File: config.mk
export PLATFORM = sky130hd
export DESIGN_NAME = adc_value_decimator
export DESIGN_NICKNAME = d
export VERILOG_FILES = /design/src/rtl/adc_value_decimator.sv
export SDC_FILE = /design/constraint.sdc
export NUM_CORES = 1
export LEC_CHECK = 0
export ABC_AREA = 1
export BUFFER_PORTS_ARGS = -buffer_cell sky130_fd_sc_hd__buf_2
export CAP_MARGIN = 20
export CELL_PAD_IN_SITES_DETAIL_PLACEMENT = 1
export CELL_PAD_IN_SITES_GLOBAL_PLACEMENT = 1
export CORE_UTILIZATION = 45
export CTS_BUF_LIST = sky130_fd_sc_hd__clkbuf_16
export DETAILED_ROUTE_END_ITERATION = 8
export MAX_ROUTING_LAYER = met4
export PLACE_DENSITY = 0.9
export SYNTH_ARGS = -nofsm -noshare
export SYNTH_HDL_FRONTEND = slang
export SYNTH_SLANG_ARGS = --single-unit
File: constraint.sdc
create_clock -name clk -period 2.1 [get_ports clk]
set_clock_uncertainty 0.1 [all_clocks]
set_input_delay 0.42 -clock clk [delete_from_list [all_inputs] [get_ports clk]]
set_output_delay 0.42 -clock clk [all_outputs]
set_load 0.005 [all_outputs]
File: src/rtl/adc_value_decimator.sv
// rtl/adc_value_decimator.sv - ADC value register, 2^DEC_LOG2 block averager and show-ahead output FIFO.
// Downstream of the tracking-ADC up/down FSM; ADC_value_o feeds back to the FSM.

module adc_value_decimator #(
    parameter int W          = 16,
    parameter int DEC_LOG2   = 2,
    parameter int FIFO_DEPTH = 4
) (
    input  logic                          clk,
    input  logic                          reset_n,
    input  logic [W-1:0]                  next_value_i,
    input  logic                          enable_i,
    output logic [W-1:0]                  ADC_value_o,
    output logic [W-1:0]                  out_data,
    output logic                          out_valid,
    input  logic                          out_ready,
    output logic [$clog2(FIFO_DEPTH):0]   fifo_level,
    output logic                          overflow,
    input  logic                          clear_ovf_i
);

    localparam int AW = W + DEC_LOG2;
    localparam int PW = $clog2(FIFO_DEPTH);
    localparam int LW = PW + 1;

    logic [W-1:0]        adc_q, adc_d;
    logic [AW-1:0]       acc_q, acc_d;
    logic [DEC_LOG2-1:0] cnt_q, cnt_d;
    logic [W-1:0]        mem_q [FIFO_DEPTH];
    logic [PW-1:0]       wr_ptr_q, wr_ptr_d;
    logic [PW-1:0]       rd_ptr_q, rd_ptr_d;
    logic [LW-1:0]       level_q, level_d;
    logic [W-1:0]        hold_q, hold_d;
    logic                ovf_q, ovf_d;

    logic [AW-1:0]       sum;
    logic [W-1:0]        avg;
    logic                block_done;
    logic                fifo_full;
    logic                fifo_empty;
    logic                pop;
    logic                push_ok;
    logic                drop;

    // The accumulator is DEC_LOG2 bits wider than a sample, so a full block of
    // full-scale samples cannot wrap; the upper W bits are the floored average.
    assign sum        = acc_q + AW'(next_value_i);
    assign avg        = sum[AW-1:DEC_LOG2];
    assign block_done = enable_i && (&cnt_q);

    assign fifo_full  = (level_q == LW'(FIFO_DEPTH));
    assign fifo_empty = (level_q == '0);
    assign pop        = !fifo_empty && out_ready;
    assign push_ok    = block_done && (!fifo_full || pop);
    assign drop       = block_done && fifo_full && !pop;

    always_comb begin
        adc_d = adc_q;
        acc_d = acc_q;
        cnt_d = cnt_q;
        if (enable_i) begin
            adc_d = next_value_i;
            cnt_d = cnt_q + DEC_LOG2'(1);
            acc_d = block_done ? '0 : sum;
        end
    end

    always_comb begin
        wr_ptr_d = wr_ptr_q;
        rd_ptr_d = rd_ptr_q;
        level_d  = level_q;
        hold_d   = hold_q;
        if (push_ok) begin
            wr_ptr_d = wr_ptr_q + PW'(1);
        end
        if (pop) begin
            rd_ptr_d = rd_ptr_q + PW'(1);
            hold_d   = mem_q[rd_ptr_q];
        end
        case ({push_ok, pop})
            2'b10:   level_d = level_q + LW'(1);
            2'b01:   level_d = level_q - LW'(1);
            default: level_d = level_q;
        endcase
    end

    // A drop in the same cycle as a clear must leave the flag set.
    always_comb begin
        ovf_d = ovf_q;
        if (clear_ovf_i) begin
            ovf_d = 1'b0;
        end
        if (drop) begin
            ovf_d = 1'b1;
        end
    end

    always_ff @(posedge clk or negedge reset_n) begin
        if (!reset_n) begin
            adc_q    <= '0;
            acc_q    <= '0;
            cnt_q    <= '0;
            wr_ptr_q <= '0;
            rd_ptr_q <= '0;
            level_q  <= '0;
            hold_q   <= '0;
            ovf_q    <= 1'b0;
        end else begin
            adc_q    <= adc_d;
            acc_q    <= acc_d;
            cnt_q    <= cnt_d;
            wr_ptr_q <= wr_ptr_d;
            rd_ptr_q <= rd_ptr_d;
            level_q  <= level_d;
            hold_q   <= hold_d;
            ovf_q    <= ovf_d;
        end
    end

    // When full with a same-cycle pop, wr_ptr equals rd_ptr: the head is read
    // combinationally before this edge overwrites its slot.
    always_ff @(posedge clk or negedge reset_n) begin
        if (!reset_n) begin
            for (int i = 0; i < FIFO_DEPTH; i++) begin
                mem_q[i] <= '0;
            end
        end else if (push_ok) begin
            mem_q[wr_ptr_q] <= avg;
        end
    end

    assign ADC_value_o = adc_q;
    assign out_valid   = !fifo_empty;
    assign out_data    = fifo_empty ? hold_q : mem_q[rd_ptr_q];
    assign fifo_level  = level_q;
    assign overflow    = ovf_q;

endmodule
==> implementation parameters <==
Parameter                              Value

Cells and area
  Filler cell count in the final layout    1645
  Final net count    943
  Post-layout utilization of the core    0.5974
  FF+latch area    3104 sq um
  Layout Area Growth over Synthesis    29.74%
  Fraction of layout instances using a drive strength above 1    0.2640
  Footprint of the multi-input gates    3212 sq um
  Antenna fix cells    0
  Post-Layout Cell Count    1089

Clock network
  Clock tree from TritonCTS    built
  Number of CTS-inserted buffers    17
  Clock Tree Root    sky130_fd_sc_hd__clkbuf_16
  Deepest clock path buffer count    2
  Deepest level of the CTS H-tree    4
  CTS clk-pin slew, worst paths    0.06 ns
  Clock tree sinks    124
  Worst-Skew Late Latency    0.44 ns

Placed design
  Number of placed instances with taps included    1041
  Placer Congestion    0.8624
  PortBufs    57
  Post-DP HPWL    12.66 mm
  Minimum setup slack after placement    -0.2123 ns

Synth
  Area share of the largest cell type after synthesis    0.4855
  Synthesized netlist cell count    791
  Part of the Yosys area used for sequential elements    0.4855
  Post-Synthesis Net Count    836
  Biggest area contributors in the synthesized netlist    sky130_fd_sc_hd__dfrtp_1, sky130_fd_sc_hd__nand2_1, sky130_fd_sc_hd__o21ai_0, sky130_fd_sc_hd__nand3_1, sky130_fd_sc_hd__ha_1
  Ys flop type    sky130_fd_sc_hd__dfrtp_1
  Post-synthesis average cell area    8.080 sq um
  Cell type contributing the most total cell area after synthesis    sky130_fd_sc_hd__dfrtp_1
  Count of distinct cell types in the synthesized netlist    34
  Total standard cell area after synthesis    6391 sq um
  Async set-or-reset flop fraction in the synthesized netlist    1.000
  Flip-flop and latch count after synthesis    124
  Ys Warns    0
  Leading cell type by number of instances after synthesis    sky130_fd_sc_hd__nand2_1
  Number of enable flip-flop cells after synthesis    0
  Most frequent cells after synthesis    sky130_fd_sc_hd__nand2_1, sky130_fd_sc_hd__dfrtp_1, sky130_fd_sc_hd__o21ai_0, sky130_fd_sc_hd__nand3_1, sky130_fd_sc_hd__inv_1

Critical path
  Worst reg2reg setup slack    -0.07 ns
  Launching element type of the critical path    flip-flop
  CP Class    flip-flop to output port
  Slowest cell delay on critical path    0.48 ns
  Arr. time, crit path    1.78 ns
  Worst r2r src    acc_q[8]
  Terminus of the critical flop-to-flop path    mem_q[29]
  Largest fanout of any net on the critical path    6
  R2R depth    9
  CP Data Required Time    1.58 ns
  Crit path cell chain    clkinv_4 -> buf_8 -> nand2_1 -> a32o_2 -> o21ai_2 -> buf_2
  Slowest library cell on the worst path    sky130_fd_sc_hd__dfrtp_2
  Setup crit end kind    output port

Route
  Final routed DRC violation total    0
  Overall via count from detail_route    6277
  Antenna violation net count after detailed routing    0
  Via density    5.764
  Total wire length    23.33 mm
  Pre-Repair DR Iteration Count    6
  Drt wl/cell    21.42 microns
  Violation count after the first detailed-routing iteration    428

Status
  Status    finished with violations
  Violated checks    setup timing

Pwr
  Final Total Pwr    14.43 mW
  Power Internal    8.172 mW
  Proportion of power drawn by the clock network    0.204
  Power per cell area    1740 nW/um^2
  Seq pwr share    0.284
  Switching power of the nets    6.259 mW
  Combinational share of power    0.512
  Proportion of total power due to net switching    0.4337
  Leak pwr    4.204 nW
  Worst vdd ir    0.0007835 V

Timing
  Setup TNS after final layout    -2.459 ns
  Fin crit share    1.095
  Setup slack after layout    -0.1996 ns
  Final count of negative-setup-slack endpoints    25
  Worst Max-Slew Pin Slew    0.5024 ns
  Max-slew violation count    0
  Maximum frequency from static timing analysis    434.9 MHz
  Min cycle time layout    2.300 ns
  RSZ-0062 raised after global routing    yes
  Max-slew headroom at the worst pin    0.6651
  Number of failing hold endpoints at the final stage    0

Die
  Vertical extent of the die    121.2 microns
  Area enclosed by the die boundary    14680 sq um
  Starting density of the core    0.4604
  Horiz. Die Dim    121.2 microns
  IO Pins    58
  Area inside the core boundary    13880 sq um
  Site Rows    43

GRT
  First-pass GRT wire length    32.10 mm
  Overflow after GRT    0
  Maximum number of pins on one net before global-route repair    37
  Met3 routing resource usage after global routing    0.05028
  Vias in the first global route    6374
  Antenna violations before repair    0
  Overall global routing resource usage    0.2975
  Busiest grt layer    met2
  Met2 usage in global routing    0.5064
  Global-route track usage on met1    0.3358

Hold path
  WHS Endpoint    overflow
  Worst Hold Depth    2
  Hold path start    clear_ovf_i
  Hold Path Class    primary input to flip-flop

Run
  Maximum Capacitance Violations    0
-- power by group through the flow --
stage	combinational (mW)	clock (mW)	sequential, mW
after global placement	5.40	0	3.93
after detailed placement	5.69	0	3.98
after CTS	6.07	2.91	3.99
after floorplan	3.61	0	3.81
after global routing	7.95	3.04	4.19
final	7.39	2.94	4.10
-- through the flow --
step,cell area [sq um],hold slack [ns]
floorplan,6391,0.02441
global placement,7134,0.3049
detailed placement,7134,0.3094
CTS,7809,0.09092
global route,8292,0.07838
finish,8292,0.08577
-- kinds of logic (layout without fill, tap and decap cells) --
family	after synthesis	count (layout)	share of synthesized area
xor+xnor	11	11	0.01508
compound gates	141	141	0.1206
flops	124	124	0.4855
fa+ha+maj	24	24	0.04933
simple gates	398	398	0.2645
buf+inv	93	211	0.06499
-- worst max-delay path, delay by kind of cell (launching register included) --
| family | cells | cell delay, ns |
|---|---|---|
| compound gates | 2 | 0.40 |
| simple gates | 1 | 0.07 |
| flops | 1 | 0.48 |
| buf+inv | 3 | 0.39 |
-- worst max-delay path by stage --
| stage | startpoint | endpoint | cells after the start |
|---|---|---|---|
| after floorplan | next_value_i[0] | mem_q[10] | 10 |
| after global routing | rd_ptr_q[0] | out_data[13] | 6 |
| after detailed placement | next_value_i[0] | mem_q[42] | 11 |
| after global placement | next_value_i[0] | mem_q[10] | 11 |
| final | rd_ptr_q[0] | out_data[13] | 6 |
| after CTS | rd_ptr_q[0] | out_data[10] | 6 |
-- sequential cells by signal, summed over array words and instances, names as in the netlist --
signal and count:
cnt_q 2, mem_q 64, rd_ptr_q 2, hold_q 16
acc_q 18, ADC_value_o 16, wr_ptr_q 2, overflow 1
fifo_level 3
-- per-layer routing --
layer / up-vias / wire, microns
met5: - / 0
met4: 0 / 1100
met3: 93 / 1068
met2: 256 / 12210
met1: 3156 / 8950
li1: 2772 / -
-- layout make-up --
| cell class | count | share of cell area |
|---|---|---|
| Multi-Input combinational cell | 574 | 0.3874 |
| Sequential cell | 124 | 0.3744 |
| Timing Repair Buffer | 121 | 0.1150 |
| Clock buffer | 17 | 0.05131 |
| Inverter | 60 | 0.02837 |
| Tap cell | 180 | 0.02716 |
| Clock inverter | 13 | 0.01645 |
-- layout by cell type, fill, tap and decap left out, types with 3 or more instances in the layout --
cell,count
sky130_fd_sc_hd__nand2_2,18
sky130_fd_sc_hd__o21ai_0,41
sky130_fd_sc_hd__clkinv_1,3
sky130_fd_sc_hd__nand3_1,51
sky130_fd_sc_hd__a21oi_2,14
sky130_fd_sc_hd__nand2_4,8
sky130_fd_sc_hd__buf_4,48
sky130_fd_sc_hd__nor2_2,5
sky130_fd_sc_hd__buf_8,3
sky130_fd_sc_hd__buf_2,56
sky130_fd_sc_hd__inv_2,3
sky130_fd_sc_hd__nor2_4,3
sky130_fd_sc_hd__clkbuf_16,20
sky130_fd_sc_hd__nor2_1,15
sky130_fd_sc_hd__nand3_4,4
sky130_fd_sc_hd__nand3_2,8
sky130_fd_sc_hd__nand2_1,276
sky130_fd_sc_hd__a32o_2,8
sky130_fd_sc_hd__xnor2_1,3
sky130_fd_sc_hd__clkinv_2,4
sky130_fd_sc_hd__xor2_1,6
sky130_fd_sc_hd__inv_1,56
sky130_fd_sc_hd__o21ai_2,6
sky130_fd_sc_hd__o21ai_1,40
sky130_fd_sc_hd__ha_4,6
sky130_fd_sc_hd__dfrtp_1,123
sky130_fd_sc_hd__a21oi_1,25
sky130_fd_sc_hd__buf_12,8
sky130_fd_sc_hd__bufinv_16,3
sky130_fd_sc_hd__nand3b_1,4
sky130_fd_sc_hd__ha_1,15
-- repair_timing --
action / 4_1_cts / 5_1_grt
cloned: 0 / 4
endpoints found under the hold margin: 28 / 0
endpoints found under the setup margin: 37 / 65
hold buffers: 1 / 0
pin swaps: 6 / 30
resized for setup: 44 / 84
setup buffers: 1 / 12
Note: power is estimated with default switching activity, not from simulation.
